<file path="src/rtl/mult_share_ctrl_if.sv">
// Launch/ready handshake between the shared-multiplier controller (master)
// and the multi-cycle multiplier (slave).
interface mult_share_ctrl_if #(
    parameter int WIDTH = 32
);
    logic               mult_start;
    logic               mult_sign;
    logic [WIDTH-1:0]   mult_a;
    logic [WIDTH-1:0]   mult_b;
    logic               mult_ready;
    logic [2*WIDTH-1:0] mult_product;

    modport master (
        output mult_start,
        output mult_sign,
        output mult_a,
        output mult_b,
        input  mult_ready,
        input  mult_product
    );

    modport slave (
        input  mult_start,
        input  mult_sign,
        input  mult_a,
        input  mult_b,
        output mult_ready,
        output mult_product
    );
endinterface

</file>
<file path="src/rtl/mult_share_ctrl.sv">
// Shares one multi-cycle multiplier between the two execute lanes: arbitrates
// requests, launches the multiplier, holds each lane's product and raises stalls.
module mult_share_ctrl #(
    parameter int WIDTH = 32
) (
    input  logic                clk,
    input  logic                reset,
    input  logic                req0,
    input  logic                req1,
    input  logic                sign0,
    input  logic                sign1,
    input  logic [WIDTH-1:0]    a0,
    input  logic [WIDTH-1:0]    b0,
    input  logic [WIDTH-1:0]    a1,
    input  logic [WIDTH-1:0]    b1,
    input  logic                advance,
    input  logic                flush,
    mult_share_ctrl_if.master   mult_if,
    output logic                done0,
    output logic                done1,
    output logic [2*WIDTH-1:0]  result0,
    output logic [2*WIDTH-1:0]  result1,
    output logic                stall0,
    output logic                stall1,
    output logic                busy
);

    typedef enum logic [1:0] {
        IDLE  = 2'd0,
        BUSY  = 2'd1,
        DRAIN = 2'd2
    } state_e;

    typedef struct packed {
        logic             sign;
        logic [WIDTH-1:0] a;
        logic [WIDTH-1:0] b;
    } op_t;

    state_e             state_q, state_d;
    logic               owner_q, owner_d;
    logic               served0_q, served0_d;
    logic               served1_q, served1_d;
    logic               start_q, start_d;
    op_t                op_q, op_d;
    logic [2*WIDTH-1:0] result0_q, result0_d;
    logic [2*WIDTH-1:0] result1_q, result1_d;

    logic pend0, pend1;
    logic capture;
    logic done0_c, done1_c;

    // A flush in the same cycle as mult_ready throws the product away.
    always_comb begin
        pend0   = req0 & ~served0_q;
        pend1   = req1 & ~served1_q;
        capture = (state_q == BUSY) & mult_if.mult_ready & ~flush;
        done0_c = capture & ~owner_q;
        done1_c = capture &  owner_q;
    end

    always_comb begin
        // NOTE: every signal gets a default before the case so no latch is inferred.
        state_d   = state_q;
        owner_d   = owner_q;
        start_d   = 1'b0;
        op_d      = op_q;
        result0_d = result0_q;
        result1_d = result1_q;

        case (state_q)
            IDLE: begin
                if (!flush && (pend0 || pend1)) begin
                    owner_d = ~pend0;
                    start_d = 1'b1;
                    state_d = BUSY;
                    if (pend0) begin
                        op_d = '{sign: sign0, a: a0, b: b0};
                    end else begin
                        op_d = '{sign: sign1, a: a1, b: b1};
                    end
                end
            end
            BUSY: begin
                if (flush) begin
                    state_d = mult_if.mult_ready ? IDLE : DRAIN;
                end else if (mult_if.mult_ready) begin
                    state_d = IDLE;
                end
            end
            DRAIN: begin
                if (mult_if.mult_ready) begin
                    state_d = IDLE;
                end
            end
            default: state_d = IDLE;
        endcase

        if (done0_c) result0_d = mult_if.mult_product;
        if (done1_c) result1_d = mult_if.mult_product;
    end

    // done wins over the advance clear so a lane finishing on an advance cycle
    // still reads as served for the following cycle.
    always_comb begin
        served0_d = served0_q;
        served1_d = served1_q;
        if (flush) begin
            served0_d = 1'b0;
            served1_d = 1'b0;
        end else begin
            if (done0_c)      served0_d = 1'b1;
            else if (advance) served0_d = 1'b0;
            if (done1_c)      served1_d = 1'b1;
            else if (advance) served1_d = 1'b0;
        end
    end

    always_ff @(posedge clk or posedge reset) begin
        if (reset) begin
            state_q   <= IDLE;
            owner_q   <= 1'b0;
            served0_q <= 1'b0;
            served1_q <= 1'b0;
            start_q   <= 1'b0;
            op_q      <= '0;
            result0_q <= '0;
            result1_q <= '0;
        end else begin
            // NOTE: non-blocking assignments so every flop samples pre-edge values.
            state_q   <= state_d;
            owner_q   <= owner_d;
            served0_q <= served0_d;
            served1_q <= served1_d;
            start_q   <= start_d;
            op_q      <= op_d;
            result0_q <= result0_d;
            result1_q <= result1_d;
        end
    end

    always_comb begin
        mult_if.mult_start = start_q;
        mult_if.mult_sign  = op_q.sign;
        mult_if.mult_a     = op_q.a;
        mult_if.mult_b     = op_q.b;
        done0              = done0_c;
        done1              = done1_c;
        result0            = result0_q;
        result1            = result1_q;
        stall0             = pend0 & ~done0_c;
        stall1             = pend1 & ~done1_c;
        busy               = (state_q != IDLE);
    end

    a_done_exclusive: assert property (@(posedge clk) disable iff (reset)
        !(done0_c && done1_c));

    a_start_only_in_busy: assert property (@(posedge clk) disable iff (reset)
        start_q |-> (state_q == BUSY));

endmodule
</file>
<file path="src/flat_wrapper.sv">
// flat-port wrapper written by rule: the top's interface ports become plain ports
module mult_share_ctrl_flat 
#(
    parameter int WIDTH = 32
)
  (clk, reset, req0, req1, sign0, sign1, a0, b0, a1, b1, advance, flush, done0, done1, result0, result1, stall0, stall1, busy, mult_if_mult_start, mult_if_mult_sign, mult_if_mult_a, mult_if_mult_b, mult_if_mult_ready, mult_if_mult_product);
  mult_share_ctrl_if #(.WIDTH(WIDTH)) mult_if_i ();
  input  logic clk;
  input  logic reset;
  input  logic req0;
  input  logic req1;
  input  logic sign0;
  input  logic sign1;
  input  logic [WIDTH-1:0] a0;
  input  logic [WIDTH-1:0] b0;
  input  logic [WIDTH-1:0] a1;
  input  logic [WIDTH-1:0] b1;
  input  logic advance;
  input  logic flush;
  output logic done0;
  output logic done1;
  output logic [2*WIDTH-1:0] result0;
  output logic [2*WIDTH-1:0] result1;
  output logic stall0;
  output logic stall1;
  output logic busy;
  output wire logic [$bits(mult_if_i.mult_start)-1:0] mult_if_mult_start;
  output wire logic [$bits(mult_if_i.mult_sign)-1:0] mult_if_mult_sign;
  output wire logic [$bits(mult_if_i.mult_a)-1:0] mult_if_mult_a;
  output wire logic [$bits(mult_if_i.mult_b)-1:0] mult_if_mult_b;
  input wire logic [$bits(mult_if_i.mult_ready)-1:0] mult_if_mult_ready;
  input wire logic [$bits(mult_if_i.mult_product)-1:0] mult_if_mult_product;
  assign mult_if_mult_start = mult_if_i.mult_start;
  assign mult_if_mult_sign = mult_if_i.mult_sign;
  assign mult_if_mult_a = mult_if_i.mult_a;
  assign mult_if_mult_b = mult_if_i.mult_b;
  assign mult_if_i.mult_ready = mult_if_mult_ready;
  assign mult_if_i.mult_product = mult_if_mult_product;
  mult_share_ctrl #(.WIDTH(WIDTH)) u_core (.clk(clk), .reset(reset), .req0(req0), .req1(req1), .sign0(sign0), .sign1(sign1), .a0(a0), .b0(b0), .a1(a1), .b1(b1), .advance(advance), .flush(flush), .mult_if(mult_if_i), .done0(done0), .done1(done1), .result0(result0), .result1(result1), .stall0(stall0), .stall1(stall1), .busy(busy));
endmodule
</file>
<file path="config.mk">
export PLATFORM = sky130hd
export DESIGN_NAME = mult_share_ctrl_flat
export DESIGN_NICKNAME = d
export VERILOG_FILES = /design/src/rtl/mult_share_ctrl_if.sv /design/src/rtl/mult_share_ctrl.sv /design/src/flat_wrapper.sv
export SDC_FILE = /design/constraint.sdc
export NUM_CORES = 1
export LEC_CHECK = 0
export BUFFER_PORTS_ARGS = -buffer_cell sky130_fd_sc_hd__clkbuf_2
export CAP_MARGIN = 20
export CORE_AREA = 2 2 154 156
export CTS_CLUSTER_DIAMETER = 100
export DETAILED_ROUTE_END_ITERATION = 10
export DIE_AREA = 0 0 156 158
export MAX_ROUTING_LAYER = met4
export PLACE_DENSITY = 0.66
export SLEW_MARGIN = 10
export SYNTH_ARGS = -nofsm -noshare
export SYNTH_HDL_FRONTEND = slang
export SYNTH_SLANG_ARGS = --single-unit
</file>
<file path="constraint.sdc">
create_clock -name clk -period 6.7 [get_ports clk]
set_clock_uncertainty 0.2 [all_clocks]
set_input_delay 0.67 -clock clk [delete_from_list [all_inputs] [get_ports clk]]
set_output_delay 0.67 -clock clk [all_outputs]
set_load 0.01 [all_outputs]
</file>
Word-level counts from Yosys, hierarchy flattened:

Cells that the tools add are included.

* eq/ne operators: 3
* mux-type cells: 13
* bitwise logic cells: 15
* reduce and logical (&&, ||, !) cells: 8

Operators with widths (number)
* 65-bit 2-to-1 mux: 1
* 1-bit bitwise AND: 8
* 2-bit 2-to-1 mux: 4
* 1-bit 2-to-1 mux: 7
* 1-bit NOT: 7
* 2-bit case mux with 3 select lines: 1
* 3-bit nonzero test: 2
* 2-bit by 1-bit == test with 1-bit output (second input constant): 1
* 2-bit == test (second input constant): 1
* 2-bit zero test: 1
* 2-bit by 1-bit inequality test with 1-bit output (second input constant): 1
* 2-bit AND reduction: 1
* 2-bit nonzero test: 1
* 1-bit logical AND: 1
* 1-bit zero test: 1
* 1-bit logical OR: 1

* bits in registers: 199
* logic and storage cells: 49

Longest topological paths before layout:

Gate-level depths: netlist (run 1).

* depth after elaboration: 6
* depth in mapped cells: 5

Worst setup path after synthesis (run 1):

Ideal clock, no wire load.

* path kind: input-to-output
* start: input port flush
* end: output port stall0
* arrival time: 1.326 ns
* slack: 4.504 ns
* stages: 3
* path buffers: 1
* path through: nor4_4 buf_2 nor2_1

* cells in the longest elaborated chain, start to end: 5

Ends and longest elaborated chain
* from (decl): line flat_wrapper.sv:19 `input logic flush;`
* 1-bit NOT: line mult_share_ctrl.sv:57 `capture = (state_q == BUSY) & mult_if.mult_ready & ~flush;`
* 1-bit bitwise AND: line mult_share_ctrl.sv:57
* 1-bit bitwise AND: line mult_share_ctrl.sv:58 `done0_c = capture & ~owner_q;`
* net done0: line flat_wrapper.sv:20 `output logic done0;`
* 1-bit NOT: line mult_share_ctrl.sv:151 `stall0 = pend0 & ~done0_c;`
* 1-bit bitwise AND: line mult_share_ctrl.sv:151
* to (decl): line flat_wrapper.sv:24 `output logic stall0;`

The timed path passes the listed nets, and every way through them passes these cells.

Worst setup path after layout (run 1):

* start: register u_core.served0_q
* end: register u_core.op_q, in the netlist u_core.mult_if.mult_b[16]

* cells in the longest elaborated chain, start to end: 5
* elaborated cells on any way between the ends: 6

Ends and longest elaborated chain
* from (decl): line mult_share_ctrl.sv:42 `logic served0_q, served0_d;`
* from (signal assigned): line mult_share_ctrl.sv:133 `served0_q <= served0_d;`
* 1-bit NOT (*): line mult_share_ctrl.sv:55 `pend0 = req0 & ~served0_q;`
* 1-bit bitwise AND (*): line mult_share_ctrl.sv:55
* 1-bit logical OR: line mult_share_ctrl.sv:73 `if (!flush && (pend0 || pend1)) begin`
* 1-bit logical AND: line mult_share_ctrl.sv:73
* 2-bit AND reduction (no line)
* to (signal assigned): line mult_share_ctrl.sv:136 `op_q <= op_d;`
* to (decl): line mult_share_ctrl.sv:45 `op_t op_q, op_d;`

Mark *: on every way between the ends. The rest lies on a longest branch, timed or not.
A chain may end at the register's enable or synchronous reset.

==> results of run 1 <==
## cells by family (layout without fill, tap and decap cells)
logic type | Yosys count | after routing
muxes | 258 | 258
and+or+nand+nor | 17 | 17
buffers and inverters | 30 | 437
DFF | 199 | 199
AOI/OAI and AO/OA | 6 | 6
## stage by stage
step	area, um2	total power, mW
CTS	11220	4.599
global route	11220	4.817
detailed placement	10600	3.529
floorplan	8459	2.788
finish	11220	4.531
global placement	10600	3.486
## metal layers
| metal | vias up | global-route usage, % | wire [um] |
|---|---|---|---|
| li1 | 2605 | - | - |
| met1 | 2755 | 20.72 | 8537 |
| met3 | 21 | 3.997 | 1199 |
| met2 | 228 | 27.08 | 10050 |
| met5 | - | - | 0 |
| met4 | 0 | 5.374 | 325 |
## path summary, 6_finish.rpt
kind	startpoint	endpoint	slack [ps]	depth (start not counted)
setup / recovery	u_core.served0_q$_DFFE_PP0P_	u_core.mult_if.mult_b[16]$_DFFE_PP0P_	3880	4
hold / removal	reset	u_core.result1[1]$_DFFE_PP0P_	170	2
setup reg to reg	u_core.served0_q$_DFFE_PP0P_	u_core.mult_if.mult_b[16]$_DFFE_PP0P_	3880	4
hold reg to reg	u_core.result0[12]$_DFFE_PP0P_	u_core.result0[12]$_DFFE_PP0P_	290	1
max in group asynchronous	reset	u_core.mult_if.mult_sign$_DFFE_PP0P_	4550	3
min in group clk	mult_if_mult_ready	u_core.state_q[1]$_DFFE_PP0P_	230	2
## registers in the layout, indices dropped and copies added (netlist names)
register / count
u_core.result1: 64
u_core.mult_if.mult_start: 1
u_core.mult_if.mult_sign: 1
u_core.mult_if.mult_a: 32
u_core.owner_q: 1
u_core.result0: 64
u_core.served1_q: 1
u_core.mult_if.mult_b: 32
u_core.state_q: 2
u_core.served0_q: 1
## power breakdown
part	total, mW	internal, mW	switching (mW)
clock	1.05	0.514	0.534
combinational	1.52	0.802	0.721
sequential	1.96	1.70	0.263
## cell usage after synthesis (all sizes together)
cell	count
nand3b	1
or2	1
a21boi	1
nand2b	3
nand2	3
nor4	1
nand4	1
buf	26
nor3	1
o311a	1
a21oi	3
dfrtp	199
a21o	1
clkbuf	2
mux2	258
nor2b	2
nor2	4
inv	2
## final cells by class
type,count,area share (%)
sequential,199,44.38
multi-input combinational,281,28.69
timing repair buffer,403,18.06
clock buffer,17,3.791
tap,290,3.233
clock inverter,15,1.717
inverter,2,0.1338
## worst max-delay path, stage by stage (launching register included)
cell	delay, ps
dfrtp_1	400
nand2b_4	530
a21boi_4	270
buf_4	780
mux2_2	420
==> metrics.yaml, run 1 <==
finalCritPeriodShare_pct: 42.09
drtAntennaViolNets: 0
rows: 56
post-route-util_pct: 48.68
drt-initial-drc-count: 207
layout-drive-gt1-share_pct: 72.96
rsz0062_at_grt: "no"
synth_fp_nets: 711
drt_first_pass_iters: 4
n_fill_cell: 2103
cts_setup_buffers: 0
clockBufferDepth: 2
diodes: 0
hpwlAfterDp_um: 14510
final_common_cell: "clkbuf_2"
antenna_found_initial: 0
fmax_mhz: 354.6
p_per_area_nw_per_um2: 403.8
maxCapViolCount: 0
grt_pass1_wl_um: 30960
yosys_register_bits: 199
instances_no_fill: 1207
grt_max_degree: 129
syn2layout_area_growth_pct: 32.66
layout_common_cells: "clkbuf_2, dfrtp_1, mux2_2, mux2_4, mux2_1"
multi_input_area_um2: 3219
register_area_um2: 4980
clkTransAtPathRegs_ps: 80
peakVddDrop_mv: 0.2180
relSlewSlack_pct: 28.34
syn_area_um2: 8459
htree_num_levels: 4
critical_path_class: "reg -> reg"
arrival_ps: 2930
synth-compound-area-share_pct: 0.6064
drcViolationCount: 0
die-area_um2: 24650
cts-root-buf: "clkbuf_16"
die_h_um: 158
cts.sinks: 199
core_area_um2: 23050
crit_required_ps: 6810
yosysTopAreaCell: "dfrtp_1"
grt_use_total_pct: 16.68
holdWs_ps: 168.3
holdBufCountCts: 0
hold_violations: 0
cts_resized: 0
pin_count: 400
clock_latency_ps: 420
wire_per_inst_um: 16.66
seq_area_frac_synth_pct: 58.87
synth_area_leaders: "dfrtp_1, mux2_2, mux2_4"
drv_slew: 0
overflow: 0
tns_ps: 0
io_buffers: 399
leakagePower_nw: 5.682
yosys.area_share.adder_pct: 0
synthXorXnorAreaFrac_pct: 0
ys_types: 25
grt_pass1_vias: 5799
avgSynthCellArea_um2: 16.59
worst_hold_path_type: "in -> async"
fin_crit_ps: 2820
dp_slack_ps: 3540
place_inst: 1175
syn_inst: 510
worst_pin_slew_ps: 1075
ys_warn_count: 0
critPathCaptureType: "flop"
start_util_pct: 36.70
gp_congestion: 0.7776
cp-start-kind: "flop"
routed_wirelength_um: 20110
setup_viol: 0
finalWorstSetupSlack_ps: 3880
cts_tree: "done"
synth_top_family_by_area: "multiplexers"
synth_mux_area_share_pct: 36.07
status: "finished clean"
cts_made_buffers: 17
final_nets: 1105
vias: 5609
synth_top_area_share_pct: 58.87
crit_fanout: 67
dieWidth_um: 156
synthSimpleGateAreaFrac_pct: 1.376
via_per_inst: 4.647
Power figures use the tool's default switching activity.
==> run 2, diff against run 1 <==
==> constraint.sdc (replaced) <==
create_clock -name clk -period 2.7 [get_ports clk]
set_clock_uncertainty 0.2 [all_clocks]
set_input_delay 0.27 -clock clk [delete_from_list [all_inputs] [get_ports clk]]
set_output_delay 0.27 -clock clk [all_outputs]
set_load 0.01 [all_outputs]
==> metrics.yaml, run 2 (synthesis results as in run 1) <==
critPathCaptureType: "flop"
grtUsageMet3_pct: 4.489
grt_use_total_pct: 19.40
worstReg2RegEnd: "u_core.mult_if.mult_a[13]$_DFFE_PP0P_"
power_mw: 11.58
drt-initial-drc-count: 175
cpLargestDelayFamily: "buffers and inverters"
crit_slowest_cell: "dlygate4sd3_1"
drtAntennaViolNets: 0
clock_latency_ps: 420
cp-start-kind: "flop"
holdPathStages: 3
wire_per_inst_um: 16.84
worstPathCellList: "nand2b_4 -> buf_12 -> mux2_2 -> dlygate4sd3_1 -> mux2_4"
worst-path-buf-inv: 2
cts_resized: 0
crit_fanout: 44
layout-drive-gt1-share_pct: 62.23
final_nets: 1284
clkTransAtPathRegs_ps: 70
placed_area_um2: 10820
htree_num_levels: 4
globalRouteMet1Util_pct: 22.42
io_buffers: 399
fmax_mhz: 392.6
rows: 56
busiest_layer: "met2"
p_per_area_nw_per_um2: 885.5
die_h_um: 158
cp_slowest_stage_delay_ps: 570
crit_required_ps: 2810
via_per_inst: 4.656
worst_hold_path_type: "in -> reg"
hpwlAfterDp_um: 15770
routed_wirelength_um: 23360
place_inst: 1189
peakVddDrop_mv: 0.5189
cts_made_buffers: 17
hold_violations: 0
holdBufCountCts: 165
drt_first_pass_iters: 4
fin_crit_ps: 2547
die-area_um2: 24650
fin_area_um2: 13080
gp_congestion: 0.7552
r2r_slack_ps: 150
met2_usage_pct: 33.02
drcViolationCount: 0
grt_pass1_wl_um: 36050
finalCritPeriodShare_pct: 94.33
worst_pin_slew_ps: 853.8
cts-root-buf: "clkbuf_16"
rsz0062_at_grt: "no"
leakagePower_nw: 6.472
cts.sinks: 199
instances_no_fill: 1387
cts_tree: "done"
worstHoldStart: "b1[1]"
holdPathEnd: "u_core.mult_if.mult_b[1]$_DFFE_PP0P_"
layout_common_cells: "clkbuf_2, dfrtp_1, mux2_2, dlygate4sd3_1, mux2_4"
start_util_pct: 36.70
dieWidth_um: 156
grt_max_degree: 68
arrival_ps: 2660
clockBufferDepth: 2
overflow: 0
core_area_um2: 23050
pin_count: 400
status: "finished clean"
relSlewSlack_pct: 42.96
final_common_cell: "clkbuf_2"
grt_pass1_vias: 6813
setup_viol: 0
reg2reg_from: "u_core.served0_q$_DFFE_PP0P_"
vias: 6458
maxCapViolCount: 0
tns_ps: 0
drv_slew: 0
reg2reg_depth: 5
antenna_found_initial: 1
critical_path_class: "reg -> reg"
cts_setup_buffers: 0
finalWorstSetupSlack_ps: 153.0
dp_slack_ps: 586.7
syn2layout_area_growth_pct: 54.59
-- run 2: changes by cell type in the layout (fill, tap and decap cells not counted), moves of 2 or more --
cell	change
dlygate4sd3_1	+165
buf_12	+9
buf_4	+5
clkinv_4	+3
clkinv_8	-3
inv_12	-2
-- run 2: final cells by class --
cell class                      count  area, um2
Fill cell                        1858       9975
Tap cell                          290      362.8
Clock buffer                       18      429.2
Antenna cell                        1      2.502
Clock inverter                     14      176.4
Inverter                            2      11.26
Sequential cell                   199       4980
Multi-Input combinational cell    281       3219
Timing Repair Buffer              582       3896
-- run 2: worst reg2reg max path, delay by kind of cell (launching register included) --
family | cells | cell delay [ps]
multiplexers | 2 | 680
AND/OR/NAND/NOR | 1 | 330
flip-flops | 1 | 370
buffers and inverters | 2 | 850
-- run 2: worst max path at each step --
stage,slack (ps),cells past startpoint,from,endpoint
2_1_floorplan,-340,1,reset,u_core.mult_if.mult_a[0]$_DFFE_PP0P_
4_1_cts,180,5,u_core.served0_q$_DFFE_PP0P_,u_core.mult_if.mult_a[13]$_DFFE_PP0P_
6_report,150,5,u_core.served0_q$_DFFE_PP0P_,u_core.mult_if.mult_a[13]$_DFFE_PP0P_
5_1_grt,80,5,u_core.served0_q$_DFFE_PP0P_,u_core.mult_if.mult_b[17]$_DFFE_PP0P_
3_3_place_gp,670,5,flush,u_core.result1[10]$_DFFE_PP0P_
3_5_place_dp,590,4,u_core.state_q[1]$_DFFE_PP0P_,u_core.result1[22]$_DFFE_PP0P_
-- run 2: routing by layer --
layer / up-vias / wire, um
met5: - / 0
met4: 0 / 633
met3: 44 / 1526
met2: 261 / 11840
met1: 3183 / 9357
li1: 2970 / -
-- run 2: report_power, final --
| group | total [mW] | internal [mW] | switching, mW |
|---|---|---|---|
| Clock | 2.61 | 1.34 | 1.27 |
| Sequential | 4.89 | 4.22 | 0.672 |
| Combinational | 4.08 | 2.20 | 1.88 |
-- run 2: metrics by stage --
| step | utilization [%] | hold slack (ps) |
|---|---|---|
| 2_1_floorplan | - | 133.1 |
| 3_3_place_gp | 46.93 | 265.1 |
| 3_5_place_dp | 46.93 | 269.2 |
| 4_1_cts | 56.72 | 0.03347 |
| 5_1_grt | 56.73 | 1.478 |
| 6_report | 56.73 | 16.18 |
==> run 3, diff against run 2 <==
--- a/config.mk
+++ b/config.mk
@@ -7,12 +7,13 @@
 export LEC_CHECK = 0
 export BUFFER_PORTS_ARGS = -buffer_cell sky130_fd_sc_hd__clkbuf_2
 export CAP_MARGIN = 20
-export CORE_AREA = 2 2 154 156
+export CELL_PAD_IN_SITES_DETAIL_PLACEMENT = 0
+export CELL_PAD_IN_SITES_GLOBAL_PLACEMENT = 2
+export CORE_UTILIZATION = 30
 export CTS_CLUSTER_DIAMETER = 100
 export DETAILED_ROUTE_END_ITERATION = 10
-export DIE_AREA = 0 0 156 158
 export MAX_ROUTING_LAYER = met4
-export PLACE_DENSITY = 0.66
+export PLACE_DENSITY_LB_ADDON = 0.1
 export SLEW_MARGIN = 10
 export SYNTH_ARGS = -nofsm -noshare
 export SYNTH_HDL_FRONTEND = slang
==> metrics.yaml, run 3 (synthesis results as in run 1) <==
hpwlAfterDp_um: 17050
io_buffers: 399
via_per_inst: 4.308
dieWidth_um: 169.9
tns_ps: 0
pin_count: 400
routed_wirelength_um: 23270
grt_use_total_pct: 16.54
instances_no_fill: 1426
drtAntennaViolNets: 0
drt_first_pass_iters: 4
layout_common_cells: "clkbuf_2, dfrtp_1, mux2_2, dlygate4sd3_1, mux2_4"
maxCapViolCount: 0
crit_required_ps: 2810
worst_pin_slew_ps: 606.7
final_nets: 1237
hold_violations: 0
antenna_found_initial: 0
p_per_area_nw_per_um2: 903.5
worstHoldStart: "b0[11]"
layout-drive-gt1-share_pct: 64.69
rows: 61
fin_crit_ps: 2409
arrival_ps: 2520
cts_resized: 0
power_mw: 11.47
overflow: 0
setup_viol: 0
grt_pass1_vias: 6579
diodes: 0
holdWs_ps: 18.61
grt_pass1_wl_um: 35680
fmax_mhz: 415.1
cts_tree: "done"
clockBufferDepth: 2
leakagePower_nw: 6.256
worstReg2RegEnd: "u_core.mult_if.mult_sign$_DFFE_PP0P_"
cts_setup_buffers: 0
start_util_pct: 30.45
rsz0062_at_grt: "no"
crit_fanout: 66
grt_max_degree: 92
cp-start-kind: "flop"
worst_hold_path_type: "in -> reg"
r2r_slack_ps: 290
vias: 6143
cts_made_buffers: 17
die-area_um2: 28870
htree_num_levels: 4
holdBufCountCts: 121
clock_latency_ps: 420
status: "finished clean"
finalCritPeriodShare_pct: 89.21
gp_congestion: 0.7461
critPathCaptureType: "flop"
critical_path_class: "reg -> reg"
post-route-util_pct: 45.70
final_common_cell: "clkbuf_2"
drv_slew: 0
core_area_um2: 27780
wire_per_inst_um: 16.32
drcViolationCount: 0
cts.sinks: 199
drt-initial-drc-count: 191
reg2reg_depth: 5
syn2layout_area_growth_pct: 50.10
relSlewSlack_pct: 59.47
die_h_um: 169.9
holdPathStages: 3
clkTransAtPathRegs_ps: 80
place_inst: 1273
peakVddDrop_mv: 0.4940
holdPathEnd: "u_core.mult_if.mult_b[11]$_DFFE_PP0P_"
reg2reg_from: "u_core.served0_q$_DFFE_PP0P_"
cts-root-buf: "clkbuf_16"
[run 3: cell types whose count changed in the layout (fill, tap and decap cells not counted), sizes merged]
cell,before,now
clkbuf,417,416
diode,1,0
clkinvlp,1,3
clkinv,7,5
dlygate4sd3,165,122
buf,18,14
[run 3: through the flow]
stage | cell area (um2) | setup slack (ps)
6_report | 12700 | 291.2
5_1_grt | 12700 | 223.7
4_1_cts | 12690 | 314.6
3_5_place_dp | 10890 | 596.1
3_3_place_gp | 10890 | 643.6
2_1_floorplan | 8463 | -344.3
[run 3: final cells by class]
class,count,area [um2]
Timing Repair Buffer,535,3423
Sequential cell,199,4980
Clock inverter,14,165.2
Tap cell,378,473.0
Fill cell,2619,15080
Multi-Input combinational cell,281,3219
Inverter,2,11.26
Clock buffer,17,425.4
[run 3: how the worst max path moves through the flow]
stage,startpoint,end,slack [ps],cells past startpoint
2_1_floorplan,reset,u_core.mult_if.mult_a[0]$_DFFE_PP0P_,-340,1
3_3_place_gp,u_core.state_q[1]$_DFFE_PP0P_,u_core.mult_if.mult_b[0]$_DFFE_PP0P_,640,4
3_5_place_dp,u_core.state_q[1]$_DFFE_PP0P_,u_core.mult_if.mult_a[26]$_DFFE_PP0P_,600,4
4_1_cts,u_core.served0_q$_DFFE_PP0P_,u_core.mult_if.mult_b[29]$_DFFE_PP0P_,310,5
5_1_grt,u_core.served0_q$_DFFE_PP0P_,u_core.mult_if.mult_a[14]$_DFFE_PP0P_,220,5
6_report,u_core.served0_q$_DFFE_PP0P_,u_core.mult_if.mult_sign$_DFFE_PP0P_,290,5
[run 3: per-layer routing]
metal,part of all wire (%),GRT usage [%]
met2,51,28.46
met3,6.4,4.163
met1,41,19.31
met5,0,-
met4,1.4,3.917
[run 3: critical path, cell delays in order (launching register included)]
cell           delay [ps]
dfrtp_1               370
nand2b_4              160
buf_12                270
mux2_2                380
dlygate4sd3_1         560
mux2_4                260
[run 3: power by group]
part	switching [mW]	internal [mW]
clock network	1.24	1.32
logic	1.91	2.15
registers	0.641	4.22
total	3.79	7.69
